$ cat src/rtl/alu_share_pkg.sv
// Shared types for the two-port ALU sharing arbiter.
package alu_share_pkg;

  localparam int unsigned ALU_W = 4;

  typedef enum logic [1:0] {
    StIdle,
    StSettle,
    StCapture
  } state_e;

  typedef struct packed {
    logic [ALU_W-1:0] a;
    logic [ALU_W-1:0] b;
    logic [ALU_W-1:0] op;
    logic             m;
    logic             cin;
  } alu_opnd_t;

endpackage

$ cat src/rtl/rr_arb2.sv
// Combinational two-way round-robin picker: on a tie the port that did not win last time wins.
module rr_arb2 (
  input  logic [1:0] elig_i,
  input  logic       last_i,
  output logic       gnt_vld_o,
  output logic       gnt_idx_o
);

  always_comb begin
    gnt_vld_o = |elig_i;
    gnt_idx_o = (&elig_i) ? ~last_i : elig_i[1];
  end

endmodule

$ cat src/rtl/alu_share_arb.sv
// Shares one ALU between two requesters: grant, hold operands HOLD_CYCLES, capture, acknowledge.
module alu_share_arb
  import alu_share_pkg::*;
#(
  parameter int unsigned HOLD_CYCLES = 1
) (
  input  logic             clk_i,
  input  logic             rst_ni,
  input  logic             req0_i,
  input  logic             req1_i,
  input  logic [ALU_W-1:0] a0_i,
  input  logic [ALU_W-1:0] b0_i,
  input  logic [ALU_W-1:0] a1_i,
  input  logic [ALU_W-1:0] b1_i,
  input  logic [ALU_W-1:0] op0_i,
  input  logic [ALU_W-1:0] op1_i,
  input  logic             m0_i,
  input  logic             cin0_i,
  input  logic             m1_i,
  input  logic             cin1_i,
  output logic             ack0_o,
  output logic             ack1_o,
  output logic [ALU_W-1:0] res0_o,
  output logic [ALU_W-1:0] res1_o,
  output logic             sign0_o,
  output logic             sign1_o,
  output logic             eq0_o,
  output logic             eq1_o,
  output logic [ALU_W-1:0] alu_a_o,
  output logic [ALU_W-1:0] alu_b_o,
  output logic [ALU_W-1:0] alu_op_o,
  output logic             alu_m_o,
  output logic             alu_cin_o,
  input  logic [ALU_W-1:0] alu_out_i,
  input  logic             alu_sign_i,
  input  logic             alu_eq_i,
  output logic             busy_o
);

  // Counter value at which the settle phase ends; 0 means go straight to capture.
  localparam logic [3:0] CntLast = 4'(HOLD_CYCLES - 1);

  state_e                      state_q, state_d;
  logic      [3:0]             cnt_q, cnt_d;
  logic                        last_q, last_d;
  logic                        gnt_q, gnt_d;
  alu_opnd_t                   alu_q, alu_d;
  logic      [1:0]             ack_q, ack_d;
  logic      [1:0][ALU_W-1:0]  res_q, res_d;
  logic      [1:0]             sign_q, sign_d;
  logic      [1:0]             eq_q, eq_d;

  logic      [1:0]             elig;
  logic                        gnt_vld;
  logic                        gnt_idx;
  alu_opnd_t                   opnd0, opnd1;

  // A port being acked this cycle still shows REQ high, so mask it for one cycle.
  assign elig  = {req1_i & ~ack_q[1], req0_i & ~ack_q[0]};
  assign opnd0 = {a0_i, b0_i, op0_i, m0_i, cin0_i};
  assign opnd1 = {a1_i, b1_i, op1_i, m1_i, cin1_i};

  rr_arb2 u_rr_arb2 (
    .elig_i    (elig),
    .last_i    (last_q),
    .gnt_vld_o (gnt_vld),
    .gnt_idx_o (gnt_idx)
  );

  always_comb begin
    state_d = state_q;
    cnt_d   = cnt_q;
    last_d  = last_q;
    gnt_d   = gnt_q;
    alu_d   = alu_q;
    ack_d   = '0;
    res_d   = res_q;
    sign_d  = sign_q;
    eq_d    = eq_q;
    unique case (state_q)
      StIdle: begin
        if (gnt_vld) begin
          gnt_d   = gnt_idx;
          last_d  = gnt_idx;
          alu_d   = gnt_idx ? opnd1 : opnd0;
          cnt_d   = '0;
          state_d = (CntLast == 4'd0) ? StCapture : StSettle;
        end
      end
      StSettle: begin
        cnt_d = cnt_q + 4'd1;
        if (cnt_d == CntLast) state_d = StCapture;
      end
      StCapture: begin
        res_d[gnt_q]  = alu_out_i;
        sign_d[gnt_q] = alu_sign_i;
        eq_d[gnt_q]   = alu_eq_i;
        ack_d[gnt_q]  = 1'b1;
        state_d       = StIdle;
      end
      default: state_d = StIdle;
    endcase
  end

  always_ff @(posedge clk_i or negedge rst_ni) begin
    if (!rst_ni) begin
      state_q <= StIdle;
      cnt_q   <= '0;
      last_q  <= 1'b1;
      gnt_q   <= 1'b0;
      alu_q   <= '0;
      ack_q   <= '0;
      res_q   <= '0;
      sign_q  <= '0;
      eq_q    <= '0;
    end else begin
      state_q <= state_d;
      cnt_q   <= cnt_d;
      last_q  <= last_d;
      gnt_q   <= gnt_d;
      alu_q   <= alu_d;
      ack_q   <= ack_d;
      res_q   <= res_d;
      sign_q  <= sign_d;
      eq_q    <= eq_d;
    end
  end

  assign ack0_o    = ack_q[0];
  assign ack1_o    = ack_q[1];
  assign res0_o    = res_q[0];
  assign res1_o    = res_q[1];
  assign sign0_o   = sign_q[0];
  assign sign1_o   = sign_q[1];
  assign eq0_o     = eq_q[0];
  assign eq1_o     = eq_q[1];
  assign alu_a_o   = alu_q.a;
  assign alu_b_o   = alu_q.b;
  assign alu_op_o  = alu_q.op;
  assign alu_m_o   = alu_q.m;
  assign alu_cin_o = alu_q.cin;
  assign busy_o    = (state_q != StIdle);

endmodule

$ cat config.mk
export PLATFORM = sky130hd
export DESIGN_NAME = alu_share_arb
export DESIGN_NICKNAME = d
export VERILOG_FILES = /design/src/rtl/alu_share_pkg.sv /design/src/rtl/rr_arb2.sv /design/src/rtl/alu_share_arb.sv
export SDC_FILE = /design/constraint.sdc
export NUM_CORES = 1
export LEC_CHECK = 0
export CAP_MARGIN = 5
export CORE_MARGIN = 5
export CORE_UTILIZATION = 43
export DETAILED_ROUTE_END_ITERATION = 16
export PLACE_DENSITY_LB_ADDON = 0.1
export SYNTH_ARGS = -nofsm -noshare
export SYNTH_HDL_FRONTEND = slang
export SYNTH_HIERARCHICAL = 1
export SYNTH_SLANG_ARGS = --single-unit
$ cat constraint.sdc
create_clock -name clk_i -period 4.8 [get_ports clk_i]
set_input_delay 1.2 -clock clk_i [delete_from_list [all_inputs] [get_ports clk_i]]
set_output_delay 1.2 -clock clk_i [all_outputs]
set_load 0.005 [all_outputs]
## After elaboration in Yosys (flattened, before gate mapping)

Cells that the tools add are included.
Widths: inputs -> output; s select.

- Input port bits: 38
- Logic and storage cells: 51
- Output and inout port bits: 29
- Bits in registers: 36

- Bitwise operators: 5
- Equal/unequal tests: 4
- $add $sub $neg: 1
- Reductions and logical operators: 10
- Mux-type cells: 15
- Magnitude comparators: 2

Operator list:

| kind | count |
|---|---|
| $mux 14 | 1 |
| $bwmux 8 | 1 |
| $mux 4 | 2 |
| $pmux 4 s2 | 1 |
| $reduce_and 2->1 | 4 |
| $mux 2 | 3 |
| $add 4x1->4 const B | 1 |
| $bwmux 2 | 2 |
| $demux 4 s1 | 1 |
| $logic_not 4->1 | 1 |
| $ne 2x2->1 const B | 2 |
| $pmux 2 s2 | 1 |
| $reduce_bool 2->1 | 2 |
| $not 1->1 | 3 |
| $and 1x1->1 | 2 |
| $eq 2x1->1 const B | 1 |
| $eq 2x2->1 const B | 1 |
| $logic_not 2->1 | 1 |
| $lt 1x2->1 const B | 1 |
| $mux 1 | 2 |
| $reduce_or 2->1 | 1 |
| $demux 1 s1 | 1 |
| $ge 1x1->1 const B | 1 |
| $logic_and 1x1->1 | 1 |

## Depth between registers and ports, before layout

Gate-level depths: netlist of run 1.

- Word-level depth: 5
- Depth in mapped cells: 6
- Depth with buffers taken out: 4

## Cells and area by module

The synthesis of run 1 kept the hierarchy.

By module, submodules not included:

| module | area each (µm²) | times used | seq. area each (µm²) | cells each |
|---|---|---|---|---|
| alu_share_arb | 1398.8 | 1 | 777.0 | 85 |
| rr_arb2 | 13.8 | 1 | 0.0 | 2 |

## Least setup slack after synthesis of run 1

No wires, ideal clock.

- Path kind: input port to flip-flop
- Start point: input port req1_i
- End point: register alu_q, in the netlist alu_a_o[0]
- Data arrival time: 2.312 ns
- Setup time: 0.125 ns
- Data required time: 4.675 ns
- Stages on the path: 6
- Setup slack: 2.362 ns
- Path buffers: 2
- Cell sequence: nor2b_1 a21boi_1 buf_6 buf_12 mux2_4 mux2_4

- Longest elaborated chain between the ends: 4
- Elaborated cells between the ends (all ways): 6
- Classes of those cells: mux: 2; bitwise: 1; reduce/logical: 3

RTL lines:

| item | line | RTL |
|---|---|---|
| from (decl) | alu_share_arb.sv:10 | `input logic req1_i,` |
| $and 1x1->1 (*) | alu_share_arb.sv:59 | `assign elig = {req1_i & ~ack_q[1], req0_i & ~ack_q[0]};` |
| $reduce_and 2->1 | rr_arb2.sv:11 | `gnt_idx_o = (&elig_i) ? ~last_i : elig_i[1];` |
| $mux 1 (*) | rr_arb2.sv:11 |  |
| net gnt_idx | alu_share_arb.sv:55 | `logic gnt_idx;` |
| $mux 14 (*) | alu_share_arb.sv:85 | `alu_d = gnt_idx ? opnd1 : opnd0;` |
| to (signal assigned) | alu_share_arb.sv:121 | `alu_q <= alu_d;` |
| to (decl) | alu_share_arb.sv:47 | `alu_opnd_t alu_q, alu_d;` |

The timed path passes the listed nets; every way through them passes the cells marked *.
A chain may end at the register's enable or synchronous reset.

## Worst setup path after layout of run 1

- Start point: input port req1_i
- End point: register alu_q, in the netlist alu_b_o[1]

- Longest elaborated chain between the ends: 4
- Elaborated cells between the ends (all ways): 6
- Classes of those cells: mux: 2; bitwise: 1; reduce/logical: 3

RTL lines:

| item | line | RTL |
|---|---|---|
| $and 1x1->1 (*) | alu_share_arb.sv:59 |  |
| net elig[1] | alu_share_arb.sv:53 | `logic [1:0] elig;` |
| $reduce_and 2->1 | rr_arb2.sv:11 |  |
| $mux 1 (*) | rr_arb2.sv:11 |  |
| net gnt_idx | alu_share_arb.sv:55 |  |
| $mux 14 (*) | alu_share_arb.sv:85 |  |

Marked as above.

==> metrics, run 1 <==
status finished clean; Post-synth EDFFs 0; register area share after synthesis 55.0%; dpl hpwl 2530 um; clock network fraction of total power around 14%; power per cell area 595 nW/um^2; async set-reset flop share out of synthesis 100%; minimum clock period 3.10 ns; Boundary Pins 67; crit-path leading delay family compound AO/OA/AOI/OAI gates; Final Cycle Share approximately 65%; Net Switching 0.354 mW; total gr overflow 0; DRC viols 0; Yosys warning count 6; synth top area cells dfrtp_1 (53%), mux2_2 (21%), mux2_4 (17%), dfstp_2 (1.9%), buf_6 (1.6%); share of the synthesized area in the top cell type 53.1%; Hold Fails Final Rpt 0; antenna cells 0; mean post-synth cell area 16.2 um^2; post-synthesis cell area 1410 um^2; CTS Buf Count 5; DR iter-0 viols 19; Arrival @ worst endpoint 3.33 ns; vias per cell 4.74; IR drop worst, VDD 0.000351 V; Final Util between 60% and 70%; Clock Latency Late Sink 0.33 ns; Slew Limit Fails 0; # resized after CTS 0; max-cap violations 0; Area Growth Syn to Fin 52.8%; via count between 900 and 1000; P_int 0.930 mW; most frequent cell after synthesis dfrtp_1; final WL 3300 um; Post-Route Setup TNS 0 ns; clk buf depth 2; unrepaired setup endpoints after global routing false; switching portion of total power 27.6%; H-Tree Depth 2; Worst Setup End Kind flop; CP cell instances clkdlybuf4s50_1 > nor2b_1 > a21boi_2 > mux2_2 > mux2_2; mean routed wirelength per cell 16.4 um; number of global-route vias before repair 1126; CTS tree built; initial antenna violation count 0; headroom to the max-slew limit a little over 30%; Yosys cell types 13; largest area contributor in the netlist dfrtp_1; required time of the critical path ~5.0 ns; syn_nets 125; CTS Hold Bufs 0; CP max stage delay just over 0.8 ns; Worst setup SP type input pin; die area between 4000 and 5000 um^2; slowest stage cell, crit path a21boi_2; Flop pwr share between 30% and 40%; fin nets 194; critical path class input pin to flop; CP Buf/Inv Count 1; Sink Count 31; Die Wd 67.3 um; Slew @ Worst Pin 1.04 ns; Worst Path Max Fanout 16; HP Class flop to flop; Worst Skew 0.00686 ns; postcts setup bufs 0; IO Port Bufs 66; first-pass GRT wire length 5340 um; Clock Pin Slew Worst Setup and Hold Paths roughly 0.1 ns; largest net degree at the start of global routing 32; leakage slightly above 0.9 nW; Gate Count Post-Synth 87; starting density of the core 45.5%; overall die height a little under 70 um; most instantiated cells after synthesis dfrtp_1 (30), mux2_2 (26), mux2_4 (16); Highest Clock Rate 322 MHz; Logic pwr share 49.7%; Core Box Area 3100 um^2; Most used DFF post-synth dfrtp_1; final antenna-violating net count 0; Routability Congestion 0.660; row count 20; Root Buffer Master clkbuf_4; Most common cell on crit path mux2_2; layout cells sized above 1 33.8%; Finish-stage setup viols 0; Global Route Usage Sum 16.6%; number of synthesized register bits 31; Pre-antenna DRT Iters 3
[power by group through the flow]
stage	Sequential (mW)	Combinational (mW)	Clock, mW
final	0.472	0.637	0.174
after global routing	0.493	0.688	0.190
after CTS	0.474	0.651	0.175
after detailed placement	0.480	0.647	0
after global placement	0.470	0.635	0
after floorplan	0.478	0.327	0
[logic make-up (layout without fill, tap and decap cells)]
| kind of cell | after synthesis | after routing | synth area share, % |
|---|---|---|---|
| DFF | 31 | 31 | 55.0 |
| muxes | 42 | 42 | 37.7 |
| and+or+nand+nor | 6 | 6 | 2.48 |
| AOI/OAI and AO/OA | 1 | 1 | 0.532 |
| buffers and inverters | 7 | 77 | 4.25 |
[state kept, by name, indices dropped and copies added, names as in the netlist]
signal     flops
ack_q          2
alu_a_o        4
alu_b_o        4
alu_cin_o      1
alu_m_o        1
alu_op_o       4
eq_q           2
gnt_q          1
last_q         1
res0_o         4
res1_o         4
sign_q         2
state_q        1
[worst register-to-register path, delay by kind of cell, from the launching register on]
family / cells / cell delay (ns)
compound gates: 1 / 0.82
flops: 1 / 0.40
mux: 2 / 0.68
simple gates: 1 / 0.14
[path summary, 6_finish.rpt]
| check | cells after the start | end | from | slack (ns) |
|---|---|---|---|---|
| max | 5 | alu_b_o[1] | req1_i | 1.70 |
| min | 1 | res1_o[1] | res1_o[1] | 0.51 |
| max reg2reg | 4 | alu_b_o[1] | ack_q[1] | 2.66 |
| min reg2reg | 1 | res1_o[1] | res1_o[1] | 0.51 |
| max in group asynchronous | 2 | last_q | rst_ni | 3.23 |
| min in group asynchronous | 2 | alu_b_o[2] | rst_ni | 1.26 |
[per-layer routing]
metal | GRT usage [%] | share of wire, % | up-vias
li1 | - | - | 439
met1 | 15.7 | 37 | 472
met2 | 31.5 | 54 | 36
met3 | 7.99 | 8.1 | 5
met4 | 4.56 | 1.2 | 0
met5 | 0 | 0 | -
[layout by cell type (no fill, tap or decap), types with 2 or more instances in the layout]
cell type        synthesis  layout
clkdlybuf4s50_1          0      66
dfrtp_1                 30      30
mux2_2                  26      26
mux2_4                  16      16
clkbuf_4                 0       5
inv_1                    2       2
nor2b_1                  3       2
clkbuf_8                 0       2
[metrics by stage]
step	instance area (um^2)	hold slack, ns	worst slack, ns	cells	total power, mW
after floorplan	1410	0.495	2.36	87	0.805
after global placement	2090	0.487	1.43	193	1.11
after detailed placement	2090	0.493	1.33	193	1.13
after CTS	2160	0.515	1.68	201	1.30
after global routing	2160	0.535	1.59	201	1.37
final	2160	0.511	1.70	201	1.28
[layout make-up]
| type | instances | area (um^2) |
|---|---|---|
| sequential | 31 | 777 |
| timing repair buffer | 67 | 668 |
| fill | 269 | 945 |
| multi-input combinational | 49 | 582 |
| clock buffer | 8 | 68.8 |
| tap | 44 | 55.1 |
| inverter | 2 | 7.51 |
Note: power is estimated with default switching activity, not from simulation.
==> run 2, diff against run 1 <==
- CORE_UTILIZATION: 43 -> 36
- clock period: 4.8 -> 2.5 ns (I/O delays scaled with it)
==> run 2 against run 1 <==
Cell area grew 4.1%. Setup slack worse by 1.3 ns. Sequential cell count did not move. Register-to-register slack got worse by 1.8 ns. Clock power grew to 2.9 times the previous value. Highest routed layer unchanged.
==> metrics, run 2 (synthesis results as in run 1) <==
status finished clean; CP Buf/Inv Count 2 (+1); Core Box Area 3740 um^2 (+21%); starting density of the core 37.7% (-7.8 points); fillers 332 (+23%); final WL 3250 um (-1.6%); R2R depth 5 (+1); CTS tree built; Worst Setup End Kind flop; required time of the critical path 2.67 ns (-2.35 ns); Arrival @ worst endpoint 2.23 ns (-1.10 ns); Boundary Pins 67 (unchanged); number of global-route vias before repair 1088 (-3.4%); reg2reg end alu_b_o[1]; Post-Route Setup TNS 0 ns (unchanged); first-pass GRT wire length 5040 um (-5.6%); most frequent cells in the layout clkdlybuf4s50_1 (66), dfrtp_1 (30), mux2_2 (26); DR iter-0 viols 33 (+14); Worst Path Max Fanout 16 (unchanged); Area Growth Syn to Fin 59.1%; multi-input combinational cell area 582 um^2 (unchanged); Finish-stage setup viols 0 (unchanged); worst reg2reg startpoint ack_q[1]; antenna cells 0 (unchanged); Most common cell on crit path mux2_2; Slew @ Worst Pin 0.384 ns (-0.657 ns); H-Tree Depth 2 (unchanged); layout cells sized above 1 35.6% (+1.9 points); Logic pwr share 47.1% (-2.6 points); Hold Path End alu_cin_o; critical path class input pin to flop; placed cell count 200 (+3.6%); IR drop worst, VDD 0.000671 V (+91%); overall die height 72.6 um (+7.9%); initial antenna violation count 0 (unchanged); Hold Startpoint alu_cin_o; mean routed wirelength per cell 15.6 um (-4.9%); total gr overflow 0 (unchanged); die area 5280 um^2 (+16%); Hold Fails Final Rpt 0 (unchanged); Sink Count 31 (unchanged); IO Port Bufs 66 (unchanged); final antenna-violating net count 0 (unchanged); Root Buffer Master clkbuf_8; clock network fraction of total power 19.0% (+5.4 points); DRC viols 0 (unchanged); flop-to-flop setup slack 0.86 ns (-1.80 ns); largest net degree at the start of global routing 32 (unchanged); Clock Pin Slew Worst Setup and Hold Paths 0.07 ns (-0.03 ns); # resized after CTS 0 (unchanged); Slew Limit Fails 0 (unchanged); postcts setup bufs 0 (unchanged); Clock Latency Late Sink 0.28 ns (-0.05 ns); unrepaired setup endpoints after global routing false; CTS Buf Count 5 (unchanged); slowest stage cell, crit path clkdlybuf4s50_1; CP max stage delay 0.44 ns (-0.38 ns); vias per cell 4.64 (-1.9%); CP cell instances clkdlybuf4s50_1 > nor2b_1 > a21boi_2 > buf_12 > mux2_2 > mux2_2; Die Wd 72.6 um (+7.9%); leakage 0.972 nW (+4.5%); Final Cycle Share 82.4%; via count 966 (+1.5%); headroom to the max-slew limit 74.4% (+44 points); switching portion of total power 26.1% (-1.5 points); HP Class flop to flop; minimum clock period roughly 2.1 ns; Flop pwr share 33.9% (-2.9 points); Routability Congestion 0.712 (+7.8%); Highest Clock Rate 486 MHz; fin nets 197 (+1.5%); Min-Delay Path Depth 1 (unchanged); Final Util 60.0% (-9.5 points); Net Switching 0.699 mW (+98%); Global Route Usage Sum 12.9% (-3.7 points); crit-path leading delay family buffers and inverters; power per cell area 1190 nW/um^2 (+100%); row count 22 (+10%); CTS Hold Bufs 0 (unchanged); Worst setup SP type input pin; Finished Layout Cells 208 (+3.5%); P_int 1.98 mW (+110%); most common cell after layout, fill and taps aside clkdlybuf4s50_1; dpl hpwl 2420 um (-4.2%); Worst Skew 0.00325 ns (-0.00362 ns); FF+latch area 777 um^2 (unchanged); Pre-antenna DRT Iters 4 (+1); clk buf depth 2 (unchanged); max-cap violations 0 (unchanged)
-- run 2: layer usage --
layer  vias up  GRT usage, %  routed length (um)
li1        442             -                   -
met1       490          12.4                1140
met4         0          4.30                  29
met3         4          6.75                 265
met2        30          23.5                1810
met5         -             0                   0
-- run 2: area by class of cell --
| cell class | count | area share [%] |
|---|---|---|
| Multi-Input combinational cell | 49 | 25.9 |
| Tap cell | 48 | 2.67 |
| Clock buffer | 6 | 3.67 |
| Clock inverter | 2 | 1.56 |
| Inverter | 2 | 0.334 |
| Sequential cell | 31 | 34.6 |
| Timing Repair Buffer | 70 | 31.3 |
-- run 2: power by group through the flow --
| stage | Sequential [mW] | Combinational (mW) | Clock (mW) |
|---|---|---|---|
| after floorplan | 0.918 | 0.629 | 0 |
| after global placement | 0.909 | 1.26 | 0 |
| after detailed placement | 0.920 | 1.28 | 0 |
| after CTS | 0.914 | 1.29 | 0.525 |
| after global routing | 0.947 | 1.35 | 0.549 |
| final | 0.907 | 1.26 | 0.509 |
-- run 2: worst reg2reg max path: stages (launching register included) --
cell      delay, ns
dfrtp_1        0.38
nor2b_1        0.14
a21boi_2       0.22
buf_12         0.18
mux2_2         0.34
mux2_2         0.26
-- run 2: how the worst max path moves through the flow --
stage	start	to	slack (ns)	depth (start not counted)
2_1_floorplan	req1_i	alu_a_o[0]	0.64	6
3_3_place_gp	req1_i	alu_op_o[1]	0.19	6
3_5_place_dp	req1_i	alu_b_o[0]	0.14	6
4_1_cts	req1_i	alu_b_o[1]	0.43	6
5_1_grt	req1_i	alu_b_o[0]	0.41	6
6_report	req1_i	alu_b_o[1]	0.44	6
-- run 2: through the flow --
step           power (mW)  hold WS (ns)  setup WS [ns]  instance area, um^2
2_1_floorplan        1.55         0.329          0.637                 1410
3_3_place_gp         2.17         0.490          0.191                 2130
3_5_place_dp         2.20         0.493          0.141                 2130
4_1_cts              2.73         0.512          0.427                 2250
5_1_grt              2.85         0.525          0.406                 2250
6_report             2.68         0.508          0.441                 2250
==> run 3, diff against run 2 <==
- CORE_UTILIZATION: 36 -> 40
- clock period: 2.5 -> 1.9 ns (I/O delays scaled with it)
==> run 3 against run 2 <==
Setup slack worse by 0.36 ns. Sequential cell count unchanged. Power up 31%. Core utilization up 7.4 points. Combinational power up 40%. Cell area up 1.7%. Non-clock buffer count up 3. Sequential power up 32%. Largest cell class unchanged. Largest power group unchanged.
==> metrics, run 3 (synthesis results as in run 1) <==
CP max stage delay 0.40 ns (-0.04 ns); Root Buffer Master clkbuf_4; dpl hpwl 2380 um (-1.9%); met3 Track Usage GR 8.12% (+1.4 points); minimum clock period approximately 1.8 ns; Core Box Area 3390 um^2 (-9.5%); grt peak-use layer met2; Arrival @ worst endpoint 2.02 ns (-0.21 ns); largest net degree at the start of global routing 32 (unchanged); Slew Limit Fails 0 (unchanged); DR iter-0 viols 17 (-48%); row count 21 (-4.5%); crit-path leading delay family multiplexers; layout cells sized above 1 38.0% (+2.4 points); Clock Pin Slew Worst Setup and Hold Paths 0.09 ns (+0.02 ns); die area 4820 um^2 (-8.7%); Pre-antenna DRT Iters 4 (unchanged); HP Class flop to flop; CTS Hold Bufs 0 (unchanged); vias per cell 4.56 (-1.9%); Finish-stage setup viols 0 (unchanged); total gr overflow 0 (unchanged); DRC viols 0 (unchanged); Worst Setup End Kind flop; overall die height 69.4 um (-4.4%); Highest Clock Rate 551 MHz; fillers 261 (-21%); IR drop worst, VDD 0.000687 V (+2.4%); CTS tree built; Slew @ Worst Pin 0.385 ns (+0.00190 ns); starting density of the core 41.7% (+3.9 points); Clock Latency Late Sink 0.32 ns (+0.04 ns); initial antenna violation count 0 (unchanged); Final Instance Area 2290 um^2 (+1.7%); Routability Congestion 0.750 (+5.3%); most frequent cells in the layout clkdlybuf4s50_1 (65), dfrtp_1 (30), mux2_2 (26); max-cap violations 0 (unchanged); number of global-route vias before repair 1132 (+4.0%); most common cell after layout, fill and taps aside clkdlybuf4s50_1; IO Port Bufs 66 (unchanged); Final Util 67.4% (+7.4 points); CTS Buf Count 5 (unchanged); Die Wd 69.4 um (-4.4%); met1 GRT Util 13.9% (+1.5 points); first-pass GRT wire length 5290 um (+4.9%); DP Area 2150 um^2 (+1.2%); fin nets 200 (+1.5%); Area Growth Syn to Fin 61.8%; CP Buf/Inv Count 2 (unchanged); via count 952 (-1.4%); headroom to the max-slew limit 74.3% (-0.13 points); required time of the critical path 2.11 ns (-0.56 ns); final antenna-violating net count 0 (unchanged); CP cell instances clkdlybuf4s50_1 > nor2b_2 > a21boi_4 > buf_4 > mux2_2 > mux2_2; Worst setup SP type input pin; Final Cycle Share a little over nine tenths; Boundary Pins 67 (unchanged); Sink Count 31 (unchanged); Global Route Usage Sum 13.8% (+0.82 points); Worst Skew 0.00804 ns (+0.00479 ns); Most common cell on crit path mux2_2; unrepaired setup endpoints after global routing false; Hold Fails Final Rpt 0 (unchanged); postcts setup bufs 0 (unchanged); leakage 1.00 nW (+3.4%); final WL 3120 um (-4.1%); slowest stage cell, crit path clkdlybuf4s50_1; Worst Path Max Fanout 4 (-12); clk buf depth 2 (unchanged); mean routed wirelength per cell 14.9 um (-4.6%); H-Tree Depth 2 (unchanged); critical path class input pin to flop; antenna cells 0 (unchanged); GRT met2 Usage 24.2% (+0.61 points); power per cell area 1530 nW/um^2 (+29%); status finished clean
[run 3: changes by cell type in the layout (fill, tap and decap cells not counted), sizes merged]
cell           delta
clkbuf            +1
dlymetal6s2s      +1
clkdlybuf4s50     -1
buf               +2
[run 3: layout make-up]
| class | instances | area (um^2) | share of cell area, % |
|---|---|---|---|
| Sequential cell | 31 | 777 | 34.0 |
| Timing Repair Buffer | 73 | 758 | 33.2 |
| Multi-Input combinational cell | 49 | 599 | 26.2 |
| Tap cell | 46 | 57.6 | 2.52 |
| Clock buffer | 6 | 51.3 | 2.24 |
| Clock inverter | 2 | 35.0 | 1.53 |
| Inverter | 2 | 7.51 | 0.328 |
[run 3: final timing paths]
path,from,end,slack (ns),cells after the start
min,eq_q[1],eq_q[1],0.51,1
max in group asynchronous,rst_ni,last_q,1.04,2
max reg2reg,ack_q[1],alu_op_o[2],0.24,5
min in group asynchronous,rst_ni,alu_a_o[3],0.54,2
max,req0_i,alu_op_o[2],0.08,6
min reg2reg,eq_q[1],eq_q[1],0.51,1
[run 3: worst reg2reg max path, cell delays in order (launching register included)]
cell and delay, ns:
dfrtp_1 0.41, nor2b_4 0.12, a21boi_4 0.26, buf_4 0.17, mux2_2 0.32, mux2_2 0.27
[run 3: where the power goes]
part / switching (mW) / internal (mW) / leakage, nW
Sequential: 0.195 / 1.01 / 0.364
Combinational: 0.518 / 1.26 / 0.592
Clock: 0.217 / 0.311 / 0.0482
[run 3: metal layers]
layer | wire length (um) | vias to the layer above
met3 | 290 | 2
li1 | - | 452
met1 | 1190 | 461
met2 | 1620 | 37
met4 | 12 | 0
met5 | 0 | -
[run 3: per-stage QoR]
| step | cells | worst slack [ns] | power (mW) | setup TNS, ns | hold slack [ns] |
|---|---|---|---|---|---|
| after floorplan | 87 | 0.187 | 2.03 | 0 | 0.179 |
| after global placement | 200 | -0.276 | 2.91 | -3.91 | 0.489 |
| after detailed placement | 200 | -0.326 | 2.96 | -4.54 | 0.493 |
| after CTS | 208 | 0.0136 | 3.51 | 0 | 0.514 |
| after global routing | 209 | 0.0479 | 3.73 | 0 | 0.536 |
| final | 209 | 0.0838 | 3.50 | 0 | 0.512 |
[run 3: timing repair]
action / in CTS / in global routing
gates resized for setup: 0 / 5
endpoints found under the setup margin: 0 / 14
endpoints found under the hold margin: 0 / 0
